$ cat config.mk
export PLATFORM = sky130hd
export DESIGN_NAME = fetch_unit
export DESIGN_NICKNAME = d
export VERILOG_FILES = /design/src/rtl/fetch_unit_pkg.sv /design/src/rtl/fetch_unit.sv
export SDC_FILE = /design/constraint.sdc
export NUM_CORES = 1
export LEC_CHECK = 0
export ABC_CLOCK_PERIOD_IN_PS = 3500
export CAP_MARGIN = 20
export CORE_MARGIN = 5
export CORE_UTILIZATION = 44
export DETAILED_ROUTE_END_ITERATION = 10
export GPL_TIMING_DRIVEN = 1
export PLACE_DENSITY_LB_ADDON = 0.15
export SLEW_MARGIN = 40
export SYNTH_ARGS = -nofsm -noshare
export SYNTH_HDL_FRONTEND = slang
export SYNTH_SLANG_ARGS = --single-unit
$ cat constraint.sdc
create_clock -name clk -period 3.5 [get_ports clk]
set_input_delay 0.7 -clock clk [delete_from_list [all_inputs] [get_ports clk]]
set_output_delay 0.7 -clock clk [all_outputs]
set_load 0.01 [all_outputs]
$ cat src/rtl/fetch_unit_pkg.sv
// fetch_unit_pkg: shared definitions for the instruction fetch stage.
// Holds the fetch FSM state encoding and the PC increment constant.
package fetch_unit_pkg;

    typedef enum logic [1:0] {
        ST_REQ   = 2'd0,
        ST_HOLD  = 2'd1,
        ST_DRAIN = 2'd2
    } fetch_state_t;

    localparam logic [31:0] PC_INC = 32'd4;

    function automatic logic [31:0] word_align(input logic [31:0] a);
        return {a[31:2], 2'b00};
    endfunction

endpackage

$ cat src/rtl/fetch_unit.sv
// fetch_unit: instruction fetch stage with stall buffering and redirect drain.
// Ports: clk, rst (async, active-high); imem_req/imem_addr/imem_rdy/imem_rdata
//   to instruction memory; ifid_write (IF/ID accept), redirect/redirect_pc;
//   instr_o, pc_o (fetch addr + 4), ifid_flush_o to the IF/ID register.
module fetch_unit
    import fetch_unit_pkg::*;
#(
    parameter logic [31:0] RESET_PC = 32'h0000_0000
) (
    input  logic        clk,
    input  logic        rst,
    output logic        imem_req,
    output logic [31:0] imem_addr,
    input  logic        imem_rdy,
    input  logic [31:0] imem_rdata,
    input  logic        ifid_write,
    input  logic        redirect,
    input  logic [31:0] redirect_pc,
    output logic [31:0] instr_o,
    output logic [31:0] pc_o,
    output logic        ifid_flush_o
);

    fetch_state_t state;
    logic [31:0]  pc;
    logic [31:0]  hold_instr;
    logic [31:0]  pend_pc;
    logic [31:0]  pc_inc;
    logic [31:0]  rd_pc;

    assign pc_inc = pc + PC_INC;
    assign rd_pc  = word_align(redirect_pc);

    // In DRAIN, pc still holds the stale address whose request is completing.
    assign imem_addr = pc;
    assign pc_o      = pc_inc;

    always_comb begin
        imem_req     = 1'b0;
        instr_o      = 32'd0;
        ifid_flush_o = 1'b1;
        if (!rst) begin
            imem_req     = (state != ST_HOLD);
            ifid_flush_o = redirect
                         || (state == ST_DRAIN)
                         || ((state == ST_REQ) && !imem_rdy);
            unique case (1'b1)
                (state == ST_HOLD):               instr_o = hold_instr;
                (state == ST_REQ) && imem_rdy:    instr_o = imem_rdata;
                default:                          instr_o = 32'd0;
            endcase
        end
    end

    always_ff @(posedge clk or posedge rst) begin
        if (rst) begin
            state      <= ST_REQ;
            pc         <= RESET_PC;
            hold_instr <= 32'd0;
            pend_pc    <= 32'd0;
        end else begin
            unique case (state)
                ST_REQ: begin
                    if (redirect) begin
                        if (imem_rdy) begin
                            pc <= rd_pc;
                        end else begin
                            pend_pc <= rd_pc;
                            state   <= ST_DRAIN;
                        end
                    end else if (imem_rdy) begin
                        if (ifid_write) begin
                            pc <= pc_inc;
                        end else begin
                            hold_instr <= imem_rdata;
                            state      <= ST_HOLD;
                        end
                    end
                end
                ST_HOLD: begin
                    if (redirect) begin
                        pc    <= rd_pc;
                        state <= ST_REQ;
                    end else if (ifid_write) begin
                        pc    <= pc_inc;
                        state <= ST_REQ;
                    end
                end
                ST_DRAIN: begin
                    // The stale word is dropped; the newest redirect target wins.
                    if (imem_rdy) begin
                        pc    <= redirect ? rd_pc : pend_pc;
                        state <= ST_REQ;
                    end else if (redirect) begin
                        pend_pc <= rd_pc;
                    end
                end
                default: begin
                    state <= ST_REQ;
                end
            endcase
        end
    end

endmodule

==> results of run 1 <==
-- layout by cell type, fill, tap and decap left out, types with 4 or more instances in the layout --
| cell | n |
|---|---|
| clkdlybuf4s50_1 | 163 |
| dfrtp_1 | 88 |
| mux2_2 | 63 |
| nand2_1 | 46 |
| nor2_1 | 42 |
| a22oi_1 | 32 |
| buf_4 | 32 |
| o21ai_0 | 26 |
| nand3_1 | 19 |
| xnor2_1 | 19 |
| nand2b_1 | 17 |
| nand4_1 | 15 |
| or3_1 | 14 |
| mux2i_1 | 11 |
| o211ai_1 | 11 |
| nor3_1 | 10 |
| a21oi_1 | 10 |
| a31oi_1 | 10 |
| o311ai_0 | 10 |
| dfrtp_2 | 10 |
| inv_1 | 9 |
| clkbuf_16 | 9 |
| xor2_1 | 8 |
| and2_1 | 7 |
| and4_1 | 6 |
| a22o_1 | 6 |
| nor2b_1 | 5 |
| o22ai_1 | 4 |
| o41ai_1 | 4 |
| nor4_1 | 4 |
-- kinds of logic after synthesis --
kind of cell               synth area share (%)
adders and majority gates                 0.212
and+or+nand+nor                            19.3
AOI/OAI and AO/OA                          15.9
xor gates and xnor gates                   4.01
buffers and inverters                      5.15
muxes                                      13.9
DFF                                        41.6
-- layout make-up --
class                           instances  area, um^2
Clock buffer                           14         264
Fill cell                            1100        5070
Timing Repair Buffer                  198        1920
Sequential cell                        98        2460
Inverter                               10        41.3
Multi-Input combinational cell        446        3180
Tap cell                              176         220
Clock inverter                          2        35.0
-- stage by stage --
stage	utilization, %	hold slack [ps]	TNS [ps]	worst slack, ps	std cells
5_1_grt	61.6	519	-7.28	-7.28	944
4_1_cts	61.0	511	0	7.89	936
3_3_place_gp	58.7	485	0	253	920
2_1_floorplan	-	465	0	923	613
3_5_place_dp	58.7	494	0	268	920
6_report	61.6	507	0	91.1	944
-- per-layer routing --
| layer | up-vias | wire length, um | track usage (%) |
|---|---|---|---|
| met5 | - | 0 | 0 |
| met4 | 0 | 406 | 8.01 |
| met3 | 31 | 1580 | 6.90 |
| met2 | 219 | 8550 | 36.5 |
| met1 | 2643 | 7290 | 26.9 |
| li1 | 2544 | - | - |
-- power groups by stage --
| stage | Clock (W) | Combinational, W | Sequential, W |
|---|---|---|---|
| floorplan | 0 | 0.000711 | 0.00158 |
| CTS | 0.00105 | 0.00131 | 0.00165 |
| global route | 0.00109 | 0.00145 | 0.00169 |
| finish | 0.00103 | 0.00134 | 0.00165 |
| global placement | 0 | 0.00127 | 0.00164 |
| detailed placement | 0 | 0.00131 | 0.00166 |
-- how the worst max path moves through the flow --
stage	startpoint	to	slack, ps	cells past startpoint
finish	imem_addr[2]	pc_o[24]	90	6
global route	imem_addr[2]	pc_o[24]	-7	6
CTS	imem_addr[3]	pc_o[28]	8	6
detailed placement	imem_rdy	instr_o[27]	270	6
global placement	imem_rdy	instr_o[12]	250	6
floorplan	imem_addr[2]	pc_o[28]	920	5
-- sequential cells by signal (all words and copies together) (netlist names) --
signal	count
hold_instr	32
state	2
imem_addr	32
pend_pc	32
-- repair_timing --
item	CTS	global route
setup buffers	0	8
pin swaps	0	2
endpoints found under the setup margin	7	9
resized for setup	4	9
-- worst max-delay path, stage by stage (launching register included) --
cell,delay [ps]
dfrtp_2,430
ha_2,250
nand4_1,190
or2_4,330
or3_1,440
xnor2_1,170
clkdlybuf4s50_1,560
==> summary.md, run 1 <==
| Metric | Value |
|---|---|
| Die H | `126 um` |
| Arrival time at the worst endpoint | `2710 ps` |
| Max Slew Vio Count | `0` |
| PD cells | `496 nW/um^2` |
| Hold crit path type | `flop to flop` |
| Seq pwr share | `41.1%` |
| 1st-pass router iterations | `5` |
| Synth async-reset ratio | `100%` |
| Maxcap violations | `0` |
| End of the worst hold path | `pend_pc[31]` |
| Worst vdd ir | `244 uV` |
| Internal power | `0.00274 W` |
| IO buf count | `164` |
| CTS Buffer Depth | `2` |
| Net Sw Power | `0.00129 W` |
| Synth-to-Final Area Change | `37.6%` |
| # nets final | `833` |
| Total Routing Usage GR | `21.9%` |
| Root Buffer | `clkbuf_16` |
| Via count | `5437` |
| Crit path kind | `flop to output pin` |
| Post-DP HPWL | `12.6 mm` |
| Pwr Total | `0.00403 W` |
| GPL Wtd Cong | `0.902` |
| Combinational share of power | `33.3%` |
| Sequential fraction of the synthesis area | `41.6%` |
| Synth Area per Inst | `9.62 um^2` |
| Share of cells above drive strength 1 | `17.8%` |
| Hold Crit Start | `pend_pc[31]` |
| Lkg Pwr | `3.14 nW` |
| Area leader, netlist | `dfrtp_1` |
| Total congestion overflow | `0` |
| Synth cell types | `55` |
| Most frequent cell after synthesis | `dfrtp_1` |
| CTS clock-pin slew for the worst setup and hold paths | `70 ps` |
| Final antenna-violating net count | `0` |
| Mapped Cells | `613` |
| CTS tree | `yes` |
| Fin crit share | `97.4%` |
| Syn Std Cell Area | `5900 um^2` |
| Worst slew pin tran | `832 ps` |
| #FFs+latches synth | `98` |
| Rel. slew slack | `44.4%` |
| Crit start category | `flop` |
| Number of vias per cell | `5.76` |
| CP required | `2800 ps` |
| Hold Violations, Final | `0` |
| CTS sink cnt | `98` |
| Largest net degree at the start of global routing | `43` |
| Setup-failing EPs final | `0` |
| Post-route cell area | `8120 um^2` |
| Hold Crit Depth | `1` |
| Net Sw Frac | `32.0%` |
| Reg2Reg Depth | `5` |
| Drt first-iter violations | `499` |
| Starting Density | `44.7%` |
| Core box area | `13200 um^2` |
| N_diodes | `0` |
| Clock Latency Late Sink | `350 ps` |
| DRC | `0` |
| Site Rows | `42` |
| Worst r2r src | `state[1]` |
| Worst reg2reg endpoint | `imem_addr[5]` |
| Antenna violations before repair | `0` |
| Syn nets | `683` |
| Max FO, Critical Path | `6` |
| Upper clock frequency limit | `293 MHz` |
| Per-cell routed wire length | `18.9 um` |
| Top cell type's share of synthesized area | `41.6%` |
| Yosys warns | `0` |
| Post-DP Area | `7740 um^2` |
| R2R setup slack | `1060 ps` |
| Skew final | `11.2 ps` |
| Post-synth top cells | `98 x dfrtp_1, 63 x mux2_2, 46 x nand2_1, 43 x nor2_1, 35 x clkbuf_1` |
| Total CTS buffers | `9` |
| Top_reg_cell synth | `dfrtp_1` |
| First-pass GRT wire length | `28.6 mm` |
| H-tree depth | `3` |
| Top post-synthesis cells by area | `dfrtp_1 42%, mux2_2 12%, a22oi_1 4.1%, nand2_1 2.9%, xnor2_1 2.8%` |
| Io pins | `167` |
| Outcome | `finished clean` |
| Vias in the first global route | `5580` |
| Die ar. | `15800 um^2` |
| Die W | `126 um` |
| Routed WL | `17.8 mm` |
| Clk pwr share | `25.7%` |
| Min Tclk post-route | `3410 ps` |
| Hold buffers post-CTS | `0` |
| Post-synth EDFFs | `0` |
| CP Capture Type | `output pin` |
No activity file was read; power rests on OpenSTA's default activity.
==> run 2: changes to the inputs <==
--- a/config.mk
+++ b/config.mk
@@ -5,10 +5,10 @@
 export SDC_FILE = /design/constraint.sdc
 export NUM_CORES = 1
 export LEC_CHECK = 0
-export ABC_CLOCK_PERIOD_IN_PS = 3500
+export ABC_CLOCK_PERIOD_IN_PS = 3350
 export CAP_MARGIN = 20
 export CORE_MARGIN = 5
-export CORE_UTILIZATION = 44
+export CORE_UTILIZATION = 49
 export DETAILED_ROUTE_END_ITERATION = 10
 export GPL_TIMING_DRIVEN = 1
 export PLACE_DENSITY_LB_ADDON = 0.15
==> constraint.sdc (replaced) <==
create_clock -name clk -period 3.35 [get_ports clk]
set_input_delay 0.67 -clock clk [delete_from_list [all_inputs] [get_ports clk]]
set_output_delay 0.67 -clock clk [all_outputs]
set_load 0.01 [all_outputs]
==> summary.md, run 2 (synthesized netlist as in run 1, its figures left out) <==
| Metric | Value |
|---|---|
| Outcome | `finished clean` |
| Share of cells above drive strength 1 | `18.0%` |
| Io pins | `167` |
| Max Slew Vio Count | `0` |
| Fin crit share | `96.3%` |
| Die H | `120 um` |
| Core box area | `11900 um^2` |
| N_diodes | `0` |
| Number of vias per cell | `5.99` |
| Top Metal Used | `met4` |
| Site Rows | `40` |
| Hold buffers post-CTS | `0` |
| Most frequent cells in the layout | `160 x clkdlybuf4s50_1, 91 x dfrtp_1, 63 x mux2_2` |
| CTS Buffer Depth | `2` |
| Max FO, Critical Path | `9` |
| Die W | `120 um` |
| DRC | `0` |
| Die ar. | `14300 um^2` |
| CP Capture Type | `output pin` |
| CTS tree | `yes` |
| Slowest cell on the critical path | `clkdlybuf4s50_1` |
| Antenna violations before repair | `0` |
| H-tree depth | `3` |
| PD cells | `503 nW/um^2` |
| Filler instances | `956` |
| CP required | `2680 ps` |
| Final antenna-violating net count | `0` |
| Total Routing Usage GR | `24.4%` |
| Routed WL | `17.2 mm` |
| Rel. slew slack | `54.0%` |
| Crit start category | `flop` |
| Vias in the first global route | `5584` |
| Upper clock frequency limit | `310 MHz` |
| Total CTS buffers | `9` |
| Crit path kind | `flop to output pin` |
| Total congestion overflow | `0` |
| Via count | `5473` |
| First-pass GRT wire length | `28.6 mm` |
| RSZ-0062 raised after global routing | `no` |
| # nets final | `835` |
| CTS clock-pin slew for the worst setup and hold paths | `60 ps` |
| IO buf count | `164` |
| Post-layout utilization of the core | `68.0%` |
| Metal2 WL | `8.45 mm` |
| Metal3 WL | `1.55 mm` |
| Synth-to-Final Area Change | `37.2%` |
| Met1 WL | `6.86 mm` |
| Inst Count DP | `898` |
| Maxcap violations | `0` |
| Fin Hold WS | `506 ps` |
| Drt first-iter violations | `424` |
| Root Buffer | `clkbuf_16` |
| Starting Density | `49.5%` |
| CTS sink cnt | `98` |
| Skew final | `5.96 ps` |
| Post-DP HPWL | `12.4 mm` |
| 1st-pass router iterations | `5` |
| CP peak stage delay | `550 ps` |
| Final Non-Filler Cells | `914` |
| Min Tclk post-route | `3230 ps` |
| GPL Wtd Cong | `0.865` |
| Worst slew pin tran | `688 ps` |
| Clock Latency Late Sink | `340 ps` |
| Crit-path cells | `nand3_2 > or3_4 > or3_1 > xnor2_1 > clkdlybuf4s50_1` |
| TNS Setup | `0 ps` |
| Setup-failing EPs final | `0` |
| Lkg Pwr | `3.17 nW` |
| Commonest non-fill, non-tap cell in the layout | `clkdlybuf4s50_1` |
| Worst vdd ir | `327 uV` |
| Per-cell routed wire length | `18.9 um` |
| Largest net degree at the start of global routing | `49` |
| Hold Violations, Final | `0` |
| Hold crit path type | `flop to flop` |
| Arrival time at the worst endpoint | `2560 ps` |
run 2: repair_timing:
action | CTS | global route
resized for setup | 2 | 15
buffers inserted | 0 | 2
pin swaps | 0 | 3
endpoints found under the setup margin | 3 | 11
run 2: cell type report:
| class | instances | area [um^2] | share of cell area (%) |
|---|---|---|---|
| clock buffer | 13 | 260 | 3.21 |
| inverter | 10 | 41.3 | 0.510 |
| multi-input combinational | 446 | 3190 | 39.4 |
| sequential | 98 | 2460 | 30.4 |
| tap | 147 | 184 | 2.27 |
| timing repair buffer | 200 | 1960 | 24.2 |
run 2: final timing paths:
| path | startpoint | endpoint | slack [ps] | depth (start not counted) |
|---|---|---|---|---|
| setup / recovery | imem_addr[8] | pc_o[21] | 120 | 5 |
| setup reg to reg | state[1] | imem_addr[9] | 1070 | 5 |
| hold reg to reg | hold_instr[25] | hold_instr[25] | 510 | 1 |
| min in group asynchronous | rst | hold_instr[17] | 940 | 3 |
| max in group asynchronous | rst | pend_pc[28] | 1680 | 5 |
| hold / removal | hold_instr[25] | hold_instr[25] | 510 | 1 |
run 2: metrics by stage:
stage                     instance area, um^2  setup WS (ps)  total power, W
after detailed placement                 7760            112         0.00312
after global placement                   7760            186         0.00307
after CTS                                8020           6.51         0.00410
after global routing                     8100          0.721         0.00430
final                                    8100            123         0.00407
after floorplan                          5900            803         0.00239
run 2: per-layer routing:
metal / global-route usage (%) / up-vias
met5: 0 / -
met4: 9.23 / 0
met3: 6.97 / 25
met2: 40.1 / 238
met1: 30.5 / 2665
li1: - / 2545
run 2: power breakdown:
part           total, W  switching (W)  internal (W)
clock network  0.000959       0.000426      0.000533
logic           0.00142       0.000612      0.000807
registers       0.00170       0.000260       0.00144
total           0.00407        0.00130       0.00278
run 2: worst max-delay path, delay by kind of cell (launching register included):
family | cells | cell delay (ps)
xor gates and xnor gates | 1 | 160
and+or+nand+nor | 3 | 1010
DFF | 1 | 490
buffers and inverters | 1 | 550
